`config.mk`:
```
export PLATFORM = sky130hd
export DESIGN_NAME = memory_access_stage
export DESIGN_NICKNAME = d
export VERILOG_FILES = /design/src/rtl/memory_access_stage.sv
export SDC_FILE = /design/constraint.sdc
export NUM_CORES = 1
export LEC_CHECK = 0
export ABC_AREA = 0
export BUFFER_PORTS_ARGS = -buffer_cell sky130_fd_sc_hd__buf_2
export CAP_MARGIN = 25
export CORE_AREA = 5 5 117 119
export DETAILED_ROUTE_END_ITERATION = 10
export DIE_AREA = 0 0 122 124
export PLACE_DENSITY = 0.8
export REMOVE_ABC_BUFFERS = 1
export SLEW_MARGIN = 15
export SYNTH_ARGS = -nofsm -noshare
export SYNTH_HDL_FRONTEND = slang
export SYNTH_SLANG_ARGS = --single-unit
```
`constraint.sdc`:
```
create_clock -name clk -period 2.78 [get_ports clk]
set_input_delay 0.417 -clock clk [delete_from_list [all_inputs] [get_ports clk]]
set_output_delay 0.417 -clock clk [all_outputs]
set_load 0.02 [all_outputs]
```
`src/rtl/memory_access_stage.sv`:
```
// memory_access_stage: M stage of the 5-stage pipeline. It runs loads and stores on a
// variable-latency req/ack data port and stalls upstream while an access is outstanding.
// Hung accesses are aborted after TIMEOUT cycles, and misaligned word accesses are
// rejected without a request. It also loads the M/W pipeline register.
//
// state  | meaning
// S_IDLE | no access outstanding; non-memory ops and misaligned ops pass in one cycle
// S_BUSY | mem_req held high, waiting for mem_ack or the timeout counter to expire
module memory_access_stage #(
  parameter int TIMEOUT = 16,
  parameter int CNT_W   = 5
) (
  input  logic        clk,
  input  logic        rst,
  input  logic        RegWriteM,
  input  logic        MemWriteM,
  input  logic        ResultSrcM,
  input  logic [4:0]  RD_M,
  input  logic [31:0] PCPlus4M,
  input  logic [31:0] WriteDataM,
  input  logic [31:0] ALU_ResultM,
  output logic        StallM,
  output logic        mem_req,
  output logic        mem_we,
  output logic [31:0] mem_addr,
  output logic [31:0] mem_wdata,
  input  logic        mem_ack,
  input  logic [31:0] mem_rdata,
  output logic        RegWriteW,
  output logic        ResultSrcW,
  output logic [4:0]  RD_W,
  output logic [31:0] PCPlus4W,
  output logic [31:0] ALU_ResultW,
  output logic [31:0] ReadDataW,
  output logic        BusErrW,
  output logic        MisalignW
);

  typedef enum logic {
    S_IDLE = 1'b0,
    S_BUSY = 1'b1
  } state_t;

  // Last counter value at which a missing ack still waits; at this value the access aborts.
  localparam logic [CNT_W-1:0] LP_CNT_LAST = CNT_W'(TIMEOUT - 1);

  state_t           r_state;
  state_t           w_state_nxt;
  logic [CNT_W-1:0] r_cnt;
  logic [CNT_W-1:0] w_cnt_nxt;

  logic             w_memop;
  logic             w_aligned;
  logic             w_is_load;

  // M/W register controls: w_wload captures the M inputs, otherwise a bubble is inserted.
  logic             w_wload;
  logic             w_wregwr;
  logic [31:0]      w_wrdata;
  logic             w_wbuserr;
  logic             w_wmisalign;

  assign w_memop   = MemWriteM | ResultSrcM;
  assign w_aligned = (ALU_ResultM[1:0] == 2'b00);
  // A store wins when both MemWriteM and ResultSrcM are set.
  assign w_is_load = ResultSrcM & ~MemWriteM;

  assign mem_we    = mem_req & MemWriteM;
  assign mem_addr  = ALU_ResultM;
  assign mem_wdata = WriteDataM;

  // State register and timeout counter.
  always_ff @(posedge clk) begin
    if (!rst) begin
      r_state <= S_IDLE;
      r_cnt   <= '0;
    end else begin
      r_state <= w_state_nxt;
      r_cnt   <= w_cnt_nxt;
    end
  end

  // Next-state, handshake, stall and M/W load decisions.
  always_comb begin
    w_state_nxt = r_state;
    w_cnt_nxt   = r_cnt;
    StallM      = 1'b0;
    mem_req     = 1'b0;
    w_wload     = 1'b0;
    w_wregwr    = 1'b0;
    w_wrdata    = '0;
    w_wbuserr   = 1'b0;
    w_wmisalign = 1'b0;
    case (r_state)
      S_IDLE: begin
        if (!w_memop) begin
          w_wload  = 1'b1;
          w_wregwr = RegWriteM;
        end else if (!w_aligned) begin
          // Faulted op retires with its write enable suppressed.
          w_wload     = 1'b1;
          w_wmisalign = 1'b1;
        end else begin
          StallM      = 1'b1;
          w_state_nxt = S_BUSY;
          w_cnt_nxt   = '0;
        end
      end
      S_BUSY: begin
        mem_req = 1'b1;
        if (mem_ack) begin
          w_wload     = 1'b1;
          w_wregwr    = RegWriteM;
          w_wrdata    = w_is_load ? mem_rdata : 32'h0;
          w_state_nxt = S_IDLE;
        end else if (r_cnt == LP_CNT_LAST) begin
          w_wload     = 1'b1;
          w_wbuserr   = 1'b1;
          w_state_nxt = S_IDLE;
        end else begin
          StallM    = 1'b1;
          w_cnt_nxt = r_cnt + CNT_W'(1);
        end
      end
      default: begin
        w_state_nxt = S_IDLE;
      end
    endcase
  end

  // M/W pipeline register: capture on retire, otherwise a bubble that never repeats a write.
  always_ff @(posedge clk) begin
    if (!rst) begin
      RegWriteW   <= 1'b0;
      ResultSrcW  <= 1'b0;
      RD_W        <= '0;
      PCPlus4W    <= '0;
      ALU_ResultW <= '0;
      ReadDataW   <= '0;
      BusErrW     <= 1'b0;
      MisalignW   <= 1'b0;
    end else if (w_wload) begin
      RegWriteW   <= w_wregwr;
      ResultSrcW  <= ResultSrcM;
      RD_W        <= RD_M;
      PCPlus4W    <= PCPlus4M;
      ALU_ResultW <= ALU_ResultM;
      ReadDataW   <= w_wrdata;
      BusErrW     <= w_wbuserr;
      MisalignW   <= w_wmisalign;
    end else begin
      RegWriteW   <= 1'b0;
      BusErrW     <= 1'b0;
      MisalignW   <= 1'b0;
    end
  end

endmodule

```
# Word level (Yosys, flattened, before mapping)
# Cells that the tools add are included.
[op_classes]
n_addsub = 1
eq_ne = 5
n_mux = 22
n_bitwise = 8
n_reduce_logical = 5
[ops]
columns = ["operator", "n"]
rows = [
  ["$mux 32", 3],
  ["$mux 5", 4],
  ["$mux 1", 11],
  ["$pmux 5 s2", 1],
  ["$ne 2x2->1 const B", 4],
  ["$reduce_or 4->1", 2],
  ["$pmux 1 s2", 3],
  ["$add 5x1->5 const B", 1],
  ["$eq 5x4->1 const B", 1],
  ["$not 1->1", 5],
  ["$reduce_and 4->1", 1],
  ["$and 1x1->1", 2],
  ["$logic_not 2->1", 1],
  ["$reduce_and 2->1", 1],
  ["$or 1x1->1", 1],
]
[totals]
reg_bits = 111
in_bits = 139
output_inout_bits = 172
word_cells = 51

# Depth between registers and ports, before layout
[logic_depth]
ltp_word = 6
depth_mapped = 10
ltp_nobuf = 7

# Least setup slack after synthesis
# No wires, ideal clock.
[synth_path]
kind = "register to output"
start = "register r_cnt[0]"
end = "output StallM"
t_arrival_ns = 1.853
t_required_ns = 2.363
path_slack_ns = 0.510
stages_incl_launch_ff = 10
path_buffers = 3
path_cell_list = "dfxtp_1 ha_1 and3_1 ha_1 or3b_1 buf_2 o31a_4 buf_12 inv_12 buf_12"
[synth_via]
elab_chain_cells = 4
[synth_lines]
columns = ["element", "line", "source"]
rows = [
  ["start: declaration", "49", "logic [CNT_W-1:0] r_cnt;"],
  ["start signal: assignment", "79", "r_cnt <= w_cnt_nxt;"],
  ["$eq 5x4->1", "116", "end else if (r_cnt == LP_CNT_LAST) begin"],
  ["$mux 1", "116", ""],
  ["$mux 1", "111", "if (mem_ack) begin"],
  ["$pmux 1 s2", "94", "case (r_state)"],
  ["end: declaration", "22", "output logic StallM,"],
]
# No other way between the ends.

# Worst setup path after layout
# Same ends and word-level chain as after synthesis.

==> reports/qor.txt <==
Worst Setup Start Kind -> register
Root Buffer -> clkbuf_16
Antenna Cells -> 0
Post-synth top cells -> 143 x nand2_1, 111 x dfxtp_1, 68 x mux2i_1, 65 x buf_4, 22 x clkbuf_1
CP required -> 2.36 ns
Share of the synthesized area in the top cell type -> 46.4%
Post-synth EDFFs -> 0
Slew Viols, Final -> 0
Vias per Instance -> 4.71
Fraction of final layout cells with drive strength greater than 1 -> 43.0%
Pre-antenna DRT Iters -> 4
Pwr Total -> 3.48 mW
Routed len/inst -> 16.1 um
Vias in the first global route -> 3,659
CP delay by family, top -> simple AND/OR/NAND/NOR gates
Routability Congestion -> 0.804
Full die area -> 15,100 um^2
Max cap viols -> 0
Chip Width -> 122 um
Placed cell area -> 5550 um^2
Clk Latency, worst-skew pair -> 0.34 ns
Xor/xnor cell area share of the yosys netlist -> 0%
CTS Buf Count -> 9
CP Capture Type -> primary output
M3 GR Usage -> 12.0%
Yosys top cell by area -> dfxtp_1
Initial drt markers -> 188
Nets@finish -> 794
Post-synthesis compound-gate area fraction -> 9.37%
Clk buf depth -> 2
Routed Antenna Nets -> 0
Synth area leaders -> dfxtp_1 46%, mux2i_1 14%, nand2_1 11%
# H-tree levels -> 3
Mapped cell area -> 4790 um^2
Synthesized flop and latch total -> 111
Final setup TNS -> 0 ns
I/O pin count -> 311
Syn_area_per_cell -> 9.76 um^2
Asr flop ratio synth -> 0%
Slew @ Worst Pin -> 0.641 ns
Vias -> 3,906
Worst path most repeated cell -> ha_1
Final setup vio count -> 0
Cell Chain, Critical Path -> ha_1 -> and3_1 -> ha_1 -> or3b_4 -> o31a_4 -> inv_12 -> buf_2
Antenna violations before repair -> 0
Gr usage total -> 16.4%
Worst hold slack -> 0.280 ns
Filler cell count -> 1,205
WP buf/inv -> 2
Gr busiest metal -> met2
HPWL after detailed placement -> 10,100 um
Die height -> 124 um
Top_reg_cell synth -> dfxtp_1
Clk slew on worst S/H paths -> 0.07 ns
Largest family of logic cells by synthesized area -> buffers and inverters
CP max stage cell -> or3b_4
Area delta synth->final -> 21.7%
Library cells used by synthesis -> 34
Yosys warns -> 0
Met1 track demand over resource -> 18.0%
Status -> completed
Core box area -> 12,500 um^2
Max VDD drop -> 413 uV
Pre-CTS setup slack -> 0.393 ns
P_leak -> 3.20 nW
Starting density of the core -> 38.5%
CTS tree -> done
Final min period -> 2.64 ns
Final Hold Viols -> 0
First-pass GRT wire length -> 19,100 um
Unrepaired setup endpoints after global routing -> false
Design area -> 5830 um^2
I/O Buffers -> 246
Post-Synth Simple-Gate Area -> 13.3%
CTS sink count -> 111
Setup ws final -> 0.136 ns
Final WL -> 13,300 um
Slew headroom -> 57.3%
GRT overflow -> 0
CP arrival -> 2.23 ns
DR DRC count -> 0
Critical path fanouts, max -> 17
Final Cycle Share -> 95.1%
Fmax -> 378 MHz
Adder-cell share of the synthesized area -> 0.522%
Class of the worst hold path -> in -> reg
Sequential area share after synthesis -> 46.4%
PwrDens -> 596 nW/um^2
Non-filler cells, final -> 830
Largest net degree at the start of global routing -> 107
Layout Skew -> 0.00583 ns
Kind of critical path -> reg -> out
Multiplexer share of the synthesized area -> 14.2%
Cell with the most instances after synthesis -> nand2_1
Post-synthesis cell count -> 491
Placed Cells -> 813
GRT met2 Usage -> 24.7%
Final core utilization -> 46.8%
Std-Cell Rows -> 41
R2r setup slk -> 0.51 ns
Crit path largest cell delay -> 0.44 ns
-- layout make-up --
class / count / area [um^2] / area share [%]
Clock inverter: 5 / 33.8 / 0.579
Clock buffer: 11 / 243 / 4.16
Inverter: 3 / 23.8 / 0.407
Multi-Input combinational cell: 277 / 1800 / 30.8
Sequential cell: 111 / 2220 / 38.1
Timing Repair inverter: 1 / 8.76 / 0.150
Timing Repair Buffer: 250 / 1290 / 22.1
Tap cell: 172 / 215 / 3.69
-- path summary, 6_finish.rpt --
path,from,to,cells past startpoint
min reg2reg,ALU_ResultW[14],ALU_ResultW[14],2
max,r_cnt[0],StallM,7
max reg2reg,r_cnt[0],ALU_ResultW[8],7
min,mem_rdata[27],ReadDataW[27],2
-- registers in the layout (all words and copies together), names as in the netlist --
| signal | count |
|---|---|
| ResultSrcW | 1 |
| RegWriteW | 1 |
| BusErrW | 1 |
| ALU_ResultW | 32 |
| r_state | 1 |
| MisalignW | 1 |
| ReadDataW | 32 |
| r_cnt | 5 |
| PCPlus4W | 32 |
| RD_W | 5 |
-- where the power goes --
group          leakage [nW]  switching, mW  internal (mW)  total (mW)
clock network         0.132          0.566          0.632        1.20
logic                  2.16          0.352          0.215       0.567
registers             0.913         0.0388           1.67        1.71
-- timing repair --
action,4_1_cts,5_1_grt
setup endpoints to repair,0,1
gates resized for setup,0,1
buffers inserted,0,0
hold buffers,0,0
hold endpoints to repair,0,0
-- metal layers --
layer,wire length (um),part of all wire (%)
met5,92,0.69
met4,163,1.2
met3,2120,16
met2,5910,44
met1,5060,38
-- cells in the final DEF, fill, tap and decap left out, types with 2 or more instances in the layout --
| master | instances |
|---|---|
| dfxtp_1 | 111 |
| a32o_1 | 20 |
| clkinv_2 | 2 |
| nand2_1 | 143 |
| clkinvlp_4 | 2 |
| nor3b_1 | 2 |
| nand3_1 | 3 |
| clkbuf_16 | 9 |
| o311ai_0 | 3 |
| buf_12 | 2 |
| nor3_1 | 2 |
| buf_2 | 245 |
| a32o_2 | 12 |
| nor2_1 | 3 |
| ha_1 | 2 |
| inv_1 | 2 |
| buf_4 | 3 |
| o21ai_0 | 3 |
| mux2i_1 | 68 |
| a21oi_1 | 3 |
-- logic make-up after synthesis --
kind of cell	count (synthesis)
buffers and inverters	103
adder cells (fa/ha/maj)	2
AND/OR/NAND/NOR	160
flip-flops	111
AO/OA/AOI/OAI	47
multiplexers	68
-- worst register-to-register path, delay by kind of cell (launching register included) --
| kind | cells | cell delay, ns |
|---|---|---|
| simple gates | 2 | 0.63 |
| flops | 1 | 0.35 |
| buf+inv | 1 | 0.25 |
| mux | 1 | 0.30 |
| fa+ha+maj | 2 | 0.43 |
| compound gates | 1 | 0.19 |
(Power assumes the default switching activity.)
